### config.mk
export PLATFORM = sky130hd
export DESIGN_NAME = tx_seq_ctrl
export DESIGN_NICKNAME = d
export VERILOG_FILES = /design/src/rtl/tx_seq_ctrl.sv
export SDC_FILE = /design/constraint.sdc
export NUM_CORES = 1
export LEC_CHECK = 0
export BUFFER_PORTS_ARGS = -buffer_cell sky130_fd_sc_hd__buf_2
export CAP_MARGIN = 20
export CORE_UTILIZATION = 56
export DETAILED_ROUTE_END_ITERATION = 10
export PLACE_DENSITY = 0.76
export SETUP_SLACK_MARGIN = 0.05
export SYNTH_ARGS = -nofsm -noshare
export SYNTH_HDL_FRONTEND = slang
export SYNTH_SLANG_ARGS = --single-unit
export TNS_END_PERCENT = 30
### constraint.sdc
create_clock -name inClock -period 3.4 [get_ports inClock]
set_input_delay 1.02 -clock inClock [delete_from_list [all_inputs] [get_ports inClock]]
set_output_delay 1.02 -clock inClock [all_outputs]
set_load 0.005 [all_outputs]
### src/rtl/tx_seq_ctrl.sv
// tx_seq_ctrl: transmit-side sequencer that feeds an MSK coder with a zero
// preamble, an 8-bit start-of-frame delimiter (LSB first) and then payload
// bits fetched one at a time from a FIFO. A frame ends normally after
// inFrameLen payload bits, or early on FIFO underrun, inAbort or reset.
module tx_seq_ctrl #(
    parameter int         PREAMBLE_BITS  = 32,
    parameter logic [7:0] SFD_PATTERN    = 8'hA7,
    parameter int         UNDERRUN_LIMIT = 16
) (
    input  logic       inClock,
    input  logic       inReset,
    input  logic       inStart,
    input  logic [7:0] inFrameLen,
    input  logic       inAbort,
    input  logic       inFifoEmpty,
    input  logic       inFifoData,
    input  logic       inCoderReady,
    output logic       outReadEnable,
    output logic       outCoderData,
    output logic       outCoderEmpty,
    output logic       outBusy,
    output logic       outDone,
    output logic       outUnderrun,
    output logic [7:0] outBitCount
);

    // The bit counter serves both the preamble and the 8-bit delimiter,
    // so it is wide enough for whichever of the two is longer.
    localparam int BitCntMax = (PREAMBLE_BITS > 8) ? PREAMBLE_BITS : 8;
    localparam int BitCntW   = $clog2(BitCntMax);
    localparam int UrunW     = (UNDERRUN_LIMIT > 2) ? $clog2(UNDERRUN_LIMIT) : 1;

    localparam logic [BitCntW-1:0] PREAMBLE_LAST = BitCntW'(PREAMBLE_BITS - 1);
    localparam logic [BitCntW-1:0] SFD_LAST      = BitCntW'(7);
    localparam logic [UrunW-1:0]   URUN_LAST     = UrunW'(UNDERRUN_LIMIT - 1);

    typedef enum logic [2:0] {
        IDLE,
        PREAMBLE,
        SFD,
        FETCH,
        WAIT_DATA,
        SEND,
        DONE
    } stateT;

    stateT               stateReg,     stateNext;
    logic [BitCntW-1:0]  bitCntReg,    bitCntNext;
    logic [UrunW-1:0]    urunCntReg,   urunCntNext;
    logic [7:0]          bitCountReg,  bitCountNext;
    logic [7:0]          frameLenReg,  frameLenNext;
    logic                dataBitReg,   dataBitNext;
    logic                underrunReg,  underrunNext;

    // State and datapath registers; reset overrides every other input.
    always_ff @(posedge inClock) begin
        if (inReset) begin
            stateReg    <= IDLE;
            bitCntReg   <= '0;
            urunCntReg  <= '0;
            bitCountReg <= '0;
            frameLenReg <= '0;
            dataBitReg  <= 1'b0;
            underrunReg <= 1'b0;
        end else begin
            stateReg    <= stateNext;
            bitCntReg   <= bitCntNext;
            urunCntReg  <= urunCntNext;
            bitCountReg <= bitCountNext;
            frameLenReg <= frameLenNext;
            dataBitReg  <= dataBitNext;
            underrunReg <= underrunNext;
        end
    end

    // Next-state and counter updates; abort is applied last so it wins.
    always_comb begin
        stateNext    = stateReg;
        bitCntNext   = bitCntReg;
        urunCntNext  = urunCntReg;
        bitCountNext = bitCountReg;
        frameLenNext = frameLenReg;
        dataBitNext  = dataBitReg;
        underrunNext = 1'b0;

        case (stateReg)
            IDLE: begin
                // A zero-length request would never produce a payload bit.
                if (inStart && (inFrameLen != 8'd0)) begin
                    frameLenNext = inFrameLen;
                    bitCountNext = 8'd0;
                    bitCntNext   = '0;
                    urunCntNext  = '0;
                    stateNext    = PREAMBLE;
                end
            end
            PREAMBLE: begin
                if (inCoderReady) begin
                    if (bitCntReg == PREAMBLE_LAST) begin
                        bitCntNext = '0;
                        stateNext  = SFD;
                    end else begin
                        bitCntNext = bitCntReg + BitCntW'(1);
                    end
                end
            end
            SFD: begin
                if (inCoderReady) begin
                    if (bitCntReg == SFD_LAST) begin
                        bitCntNext = '0;
                        stateNext  = FETCH;
                    end else begin
                        bitCntNext = bitCntReg + BitCntW'(1);
                    end
                end
            end
            FETCH: begin
                if (!inFifoEmpty) begin
                    urunCntNext = '0;
                    stateNext   = WAIT_DATA;
                end else if (urunCntReg == URUN_LAST) begin
                    urunCntNext  = '0;
                    underrunNext = 1'b1;
                    stateNext    = IDLE;
                end else begin
                    urunCntNext = urunCntReg + UrunW'(1);
                end
            end
            WAIT_DATA: begin
                // FIFO read data is valid the cycle after the strobe.
                dataBitNext = inFifoData;
                stateNext   = SEND;
            end
            SEND: begin
                if (inCoderReady) begin
                    bitCountNext = bitCountReg + 8'd1;
                    if ((bitCountReg + 8'd1) == frameLenReg) begin
                        stateNext = DONE;
                    end else begin
                        stateNext = FETCH;
                    end
                end
            end
            DONE: begin
                stateNext = IDLE;
            end
            default: begin
                stateNext = IDLE;
            end
        endcase

        // Abort discards anything else this cycle would have done.
        if ((stateReg != IDLE) && inAbort) begin
            stateNext    = IDLE;
            bitCntNext   = bitCntReg;
            urunCntNext  = urunCntReg;
            bitCountNext = bitCountReg;
            frameLenNext = frameLenReg;
            dataBitNext  = dataBitReg;
            underrunNext = 1'b0;
        end
    end

    // Output decode: everything but the read strobe depends on state only.
    always_comb begin
        outReadEnable = 1'b0;
        outCoderData  = 1'b0;
        outCoderEmpty = 1'b1;
        case (stateReg)
            PREAMBLE: begin
                outCoderEmpty = 1'b0;
            end
            SFD: begin
                outCoderData  = SFD_PATTERN[bitCntReg[2:0]];
                outCoderEmpty = 1'b0;
            end
            FETCH: begin
                outReadEnable = ~inFifoEmpty;
            end
            SEND: begin
                outCoderData  = dataBitReg;
                outCoderEmpty = 1'b0;
            end
            default: begin
                outCoderEmpty = 1'b1;
            end
        endcase
        outBusy     = (stateReg != IDLE);
        outDone     = (stateReg == DONE);
        outUnderrun = underrunReg;
        outBitCount = bitCountReg;
    end

endmodule

After elaboration in Yosys (flattened, before gate mapping). Memories as Yosys holds them, arrays and structs flattened. A register that Yosys moved wholly into a read port is not among the register bits. Index checks and enable logic that the tools add are counted.

Memories: 1. Bits in registers: 30. Output and inout bits: 14. Logic and storage cells: 79. Bits in read-only memories: 8. Bits of input ports: 15.

$lt $le $gt $ge: 1. Reduce and logical (&&, ||, !) cells: 17. $add $sub $neg: 3. Multiplexer cells: 30. Bitwise gates (word level): 3. Equal/unequal tests: 17.

Memory list: (name not given) (depth 8, bits a word 1, read ports 1, clocked after memory_dff 1, write ports 0, RTL line 174) `outCoderData = SFD_PATTERN[bitCntReg[2:0]];`.

Operator list (count): 3-bit 2-to-1 mux (11); 5-bit 2-to-1 mux (5); 3-bit one-hot mux with 6 select lines (1); 8-bit 2-to-1 mux (2); 8-bit one-hot mux with 2 select lines (1); 5-bit one-hot mux with 3 select lines (1); 4-bit 2-to-1 mux (3); 2-bit != test (second input constant) (6); 3-bit == test (second input constant) (3); 8-bit by 1-bit adder with 8-bit output (second input constant) (1); 8-bit == test (1); 4-bit one-hot mux with 2 select lines (1); 8-bit nonzero test (1); 7-bit AND reduction (1); 3-bit by 2-bit == test with 1-bit output (second input constant) (2); 3-bit AND reduction (2); 3-bit nonzero test (2); 5-bit by 1-bit adder with 5-bit output (second input constant) (1); 5-bit by 3-bit == test with 1-bit output (second input constant) (1); 5-bit == test (second input constant) (1); 5-bit AND reduction (1); 4-bit by 1-bit adder with 4-bit output (second input constant) (1); 4-bit == test (second input constant) (1); 3-bit by 4-bit less-than comparator with 1-bit output (second input constant) (1); 13 further kinds (20).

Logic depth before layout (Yosys ltp). Gate-level depths: netlist of the first run.

Word-level depth: 6. Mapped depth: 9. Mapped depth without buffers: 9.

Worst setup path before layout of the first run. Ideal clock, no wire load.

Path type: input to register. Start: input inFrameLen[0]. End: register (tool-made name). Buffers on the path: 1. Stages: 7. Arrival: 2.554 ns. Slack: 0.724 ns. Setup time: 0.122 ns. Required time: 3.278 ns. Cell sequence: or4_1 > nor3_4 > a2111oi_2 > buf_6 > nand2b_4 > o21a_1 > o32a_1.

RTL lines: start, declared (RTL line 13) `input logic [7:0] inFrameLen,`.

Worst setup path after layout of the first run.
Start: register stateReg[0]. End: output outCoderData.

Word-level cells in the longest chain between the ends: 2. Elaborated cells on any way between the ends: 3. Classes of those cells: eq/ne (2); mux (1).

Ends and longest elaborated chain: start, declared (RTL line 47) `stateT stateReg, stateNext;`; start signal, assigned (RTL line 66) `stateReg <= stateNext;`; 3-bit == test / 3-bit by 2-bit == test with 1-bit output (equally long branches) (RTL line 169) `case (stateReg)`; 1-bit one-hot mux with 2 select lines (*) (RTL line 169); end, declared (RTL line 19) `output logic outCoderData,`.

Mark *: on every way between the ends. The rest lies on a longest branch, timed or not.

==> metrics.cfg, run 1 <==
[status]
outcome = finished clean

[cells_and_area]
final_common_cell = dfxtp_1
stdcell_area_mm2 = 0.00207
layout-drive-gt1-share = 0.184
syn2layout_area_growth_pct = 11.5
layout.nets = 274
nFillCells = 294
diodes = 0
fin_cells = 299
layout_common_cells = 31 x dfxtp_1, 28 x nor2_1, 28 x buf_2, 23 x a21oi_1, 11 x o21ai_0

[cts]
postCtsHoldBufs = 0
cts_buffer_depth = 2
cts_buffers = 5
cts.sinks = 31
cts_tree = done
post_cts_resized = 0
post-cts-setup-buffers = 0
htreeDepth = 2
root_buffer = clkbuf_4
clk_latency_ns = 0.33
clk_pin_slew_ns = 0.09

[timing]
tns_ns = 0
fin_skew_ns = 0.00706
tightest_slew_ns = 0.561
slew_violations = 0
setup_viol = 0
period_needed_ns = 2.87
max_freq_ghz = 0.348
max-slew-margin-rel = 0.625
min_period_over_period = 0.846
hold_slack_ns = 0.473
hold_viol = 0
rsz0062_at_grt = false

[floorplan]
die_w_um = 59.6
dieArea_mm2 = 0.00355
coreArea_mm2 = 0.00310
fp-row-count = 20
die_height_um = 59.6
ioPinCount = 29
start_util = 0.599

[power]
powerDensity_mw_per_mm2 = 561
combPwrFrac = 0.411
seqPwrFrac = 0.400
p_int_mw = 0.713
power_mw = 1.16
ir_drop_v = 0.000309
power_frac_clock = 0.189
p_leak_nw = 0.837
switching_share = 0.388
p_sw_mw = 0.451

[setup_path]
crit_type = reg2out
critPathLaunchType = register
timing.reg2reg.setup_slack_ns = 0.89
cp_max_fo = 18
cp.arrival_ns = 1.85
critPathMaxStageDelay_ns = 0.68
path_cells = nand2b_1 -> nor2_1 -> a32o_1 -> buf_2
required_ns = 2.38
cp_slowest_cell = dfxtp_1
worstRegToRegCells = 8
crit_path_end_kind = output pin
reg2reg_from = bitCntReg[0]

[worst_hold_path]
hold_class = reg2reg
hold_start = urunCntReg[1]
holdPathEnd = urunCntReg[1]
min_path_cells = 2

[placement]
place_inst = 292
place_hpwl_um = 3000
placed_cell_area_mm2 = 0.00202
port_buffers = 28
place_congestion = 0.805

[grt]
grtUsageTotal = 0.267
grt_overflow_total = 0
antenna_found_initial = 0
grt_pass1_wl_um = 7040
grt_max_degree = 30
grt_pass1_vias = 1493

[route]
drc = 0
postRouteAntennaNets = 0
wire_per_inst_um = 13.8
dr.pass1.iters = 4
vias_per_cell = 5.78
totalWireLength_um = 4130
drt-initial-drc-count = 141
num_vias = 1728

[logic_synthesis]
synth.distinct_cells = 49
synthXorXnorAreaFrac = 0.0471
synth_adder_area_share = 0.0269
yosysWarningCount = 0
synth_compound_area_frac = 0.216
netlist_area_mm2 = 0.00186
synth-edff-count = 0
syn_area_per_cell_um2 = 8.12
syn-num-nets = 248
synthFlopType = dfxtp_1
synth-simple-area-share = 0.275
seq_area_frac_synth = 0.334
async_flop_share = 0
muxShareOfSynthArea = 0.0485
synthCells = 229
synth_seq_cells = 31
synth_top_family_by_area = simple AND/OR/NAND/NOR gates

[flow_run]
max_cap_violations = 0

kinds of logic after synthesis:
| kind of cell | after synthesis |
|---|---|
| buffers and inverters | 22 |
| XOR/XNOR | 10 |
| AND/OR/NAND/NOR | 92 |
| adder cells (fa/ha/maj) | 4 |
| AO/OA/AOI/OAI | 61 |
| flip-flops | 31 |
| multiplexers | 9 |
state kept, by name (all words and copies together), names as in the netlist, named ones only:
| signal | count |
|---|---|
| bitCntReg | 5 |
| dataBitReg | 1 |
| frameLenReg | 8 |
| outBitCount | 8 |
| outUnderrun | 1 |
| stateReg | 3 |
| urunCntReg | 4 |
cells in the mapped netlist, drive strengths merged, types with 2 or more instances:
master	instances	area, um^2
o21ai	11	55.1
nand3	10	50.1
xnor2	8	70.1
inv	10	37.5
dfxtp	31	621
nand2	10	37.5
o211a	2	20.0
o2111ai	2	17.5
a31oi	3	18.8
a21oi	23	115
nand2b	5	38.8
nor2b	4	25.0
nor3	6	41.3
buf	5	33.8
xor2	2	17.5
mux2i	9	90.1
nand4	3	18.8
nand4b	2	17.5
ha	4	50.1
nor2	28	105
and2	3	18.8
and3	4	25.0
o211ai	4	30.0
or3b	2	17.5
a211oi	2	15.0
o21a	2	15.0
or4	6	48.8
or3	5	31.3
clkbuf	7	26.3
a21o	2	15.0
critical path, delay by kind of cell (launching register included):
| family | cells | cell delay [ns] |
|---|---|---|
| AOI/OAI and AO/OA | 1 | 0.18 |
| buffers and inverters | 1 | 0.11 |
| DFF | 1 | 0.68 |
| and+or+nand+nor | 2 | 0.54 |
per-stage QoR:
stage           util  worst slack, ns
2_1_floorplan      -            0.724
3_3_place_gp   0.650            0.527
3_5_place_dp   0.650            0.491
4_1_cts        0.668            0.545
5_1_grt        0.668            0.373
6_report       0.668            0.525
cell type report:
| cell class | instances | area, um^2 | share of cell area |
|---|---|---|---|
| repair buffers | 31 | 163 | 0.0785 |
| multi-input cells | 176 | 1140 | 0.550 |
| clock buffers | 6 | 51.3 | 0.0247 |
| well taps | 44 | 55.1 | 0.0266 |
| flip-flops and latches | 31 | 621 | 0.299 |
| inverters | 10 | 37.5 | 0.0181 |
| clock inverters | 1 | 5.00 | 0.00241 |
metal layers:
metal / global-route usage / up-vias / part of all wire
li1: - / 882 / -
met1: 0.391 / 771 / 0.48
met2: 0.374 / 64 / 0.43
met3: 0.0524 / 11 / 0.069
met4: 0.126 / 0 / 0.021
met5: 0 / - / 0
how the worst max path moves through the flow:
stage,start,endpoint,slack [ns],cells after the start
2_1_floorplan,inFrameLen[0],register,0.72,7
3_3_place_gp,inFrameLen[0],register,0.53,8
3_5_place_dp,inFrameLen[0],register,0.49,8
4_1_cts,stateReg[0],outCoderData,0.54,4
5_1_grt,stateReg[0],outCoderData,0.37,4
6_report,stateReg[0],outCoderData,0.53,4
power by group through the flow:
| stage | logic [mW] | clock network (mW) | registers (mW) |
|---|---|---|---|
| floorplan | 0.418 | 0 | 0.428 |
| global placement | 0.469 | 0 | 0.470 |
| detailed placement | 0.474 | 0 | 0.471 |
| CTS | 0.477 | 0.228 | 0.463 |
| global route | 0.533 | 0.244 | 0.472 |
| finish | 0.479 | 0.220 | 0.465 |
No activity file was read; power rests on OpenSTA's default activity.
==> run 2, diff against run 1 <==
==> constraint.sdc (replaced) <==
create_clock -name inClock -period 2.85 [get_ports inClock]
set_input_delay 0.855 -clock inClock [delete_from_list [all_inputs] [get_ports inClock]]
set_output_delay 0.855 -clock inClock [all_outputs]
set_load 0.005 [all_outputs]
==> metrics.cfg, run 2 (synthesized netlist as in run 1, its figures left out) <==
[power]
powerDensity_mw_per_mm2 = 665
p_leak_nw = 0.852
power_mw = 1.39
ir_drop_v = 0.000391

[grt]
antenna_found_initial = 0
grt_pass1_vias = 1455
grt_pass1_wl_um = 6740
grt_max_degree = 30
grtUsageTotal = 0.257
grt_overflow_total = 0

[cells_and_area]
layout-drive-gt1-share = 0.194
fin_cells = 302
nFillCells = 304
syn2layout_area_growth_pct = 12.7
layout_common_cells = 31 x dfxtp_1, 28 x nor2_1, 28 x buf_2, 23 x a21oi_1, 11 x o21ai_0
layout.nets = 277
final_common_cell = dfxtp_1
fin_util = 0.675
diodes = 0

[timing]
tns_ns = 0
rsz0062_at_grt = false
min_period_over_period = 0.909
period_needed_ns = 2.59
tightest_slew_ns = 0.530
max_freq_ghz = 0.386
max-slew-margin-rel = 0.646
fin_skew_ns = 0.00397
setup_viol = 0
slew_violations = 0
fin_ws_ns = 0.259
hold_viol = 0

[cts]
postCtsHoldBufs = 0
root_buffer = clkbuf_4
cts_tree = done
post_cts_resized = 0
cts_buffers = 5
post-cts-setup-buffers = 0
htreeDepth = 2
clk_pin_slew_ns = 0.09
cts.sinks = 31
cts_buffer_depth = 2
clk_latency_ns = 0.33

[floorplan]
ioPinCount = 29
die_w_um = 59.6
dieArea_mm2 = 0.00355
fp-row-count = 20
start_util = 0.599
die_height_um = 59.6
coreArea_mm2 = 0.00310

[placement]
dp_slack_ns = 0.121
place_inst = 295
place_congestion = 0.806
port_buffers = 28
place_hpwl_um = 3020

[setup_path]
critPathLaunchType = register
cp_max_fo = 16
required_ns = 2.00
crit_type = reg2out
crit_buf_inv = 1
cp_slowest_cell = dfxtp_1
cp.arrival_ns = 1.74
critPathTopFamily = simple AND/OR/NAND/NOR gates
crit_path_end_kind = output pin
critPathMaxStageDelay_ns = 0.48
path_cells = nand2b_1 -> nor2_1 -> a32o_1 -> buf_2

[route]
wire_per_inst_um = 13.5
dr.pass1.iters = 4
postRouteAntennaNets = 0
drc = 0
totalWireLength_um = 4070
vias_per_cell = 5.83
drt-initial-drc-count = 100
num_vias = 1762

[worst_hold_path]
hold_class = reg2reg

[status]
outcome = finished clean

[flow_run]
max_cap_violations = 0

run 2: cell types whose count changed in the layout (fill, tap and decap cells not counted):
cell,previous run,this run
buf_4,3,6
run 2: worst paths after layout:
| check | from | end | slack [ns] | cells after the start |
|---|---|---|---|---|
| max | stateReg[1] | outCoderData | 0.26 | 4 |
| min | urunCntReg[1] | urunCntReg[1] | 0.48 | 2 |
| max reg2reg | bitCntReg[0] | register | 0.38 | 8 |
| min reg2reg | urunCntReg[1] | urunCntReg[1] | 0.48 | 2 |
run 2: routing by layer:
layer  vias up  track usage  wire length (um)
met1       827        0.371              2020
met5         -            0                 0
met3         5       0.0590               196
met2        43        0.369              1780
met4         0       0.0997                73
li1        887            -                 -
run 2: metrics by stage:
step | cell area, um^2 | hold slack (ns)
floorplan | 1860 | 0.449
global placement | 2040 | 0.470
detailed placement | 2040 | 0.472
CTS | 2100 | 0.486
global route | 2100 | 0.504
finish | 2100 | 0.481
run 2: power breakdown:
part / switching (mW) / internal, mW
combinational: 0.320 / 0.272
sequential: 0.0656 / 0.473
clock: 0.149 / 0.114
total: 0.535 / 0.858
run 2: layout make-up:
type	count	area [um^2]	share of cell area
multi-input cells	176	1140	0.544
repair buffers	34	185	0.0884
clock buffers	6	51.3	0.0245
clock inverters	1	5.00	0.00239
well taps	44	55.1	0.0263
inverters	10	37.5	0.0179
flip-flops and latches	31	621	0.296
run 2: worst register-to-register path, stage by stage (launching register included):
cell and delay [ns]:
dfxtp_1 0.39, ha_1 0.28, and3_1 0.21, ha_1 0.19, or3b_2 0.45, a21oi_1 0.31, o211ai_1 0.15, o21a_1 0.13
o32a_1 0.27
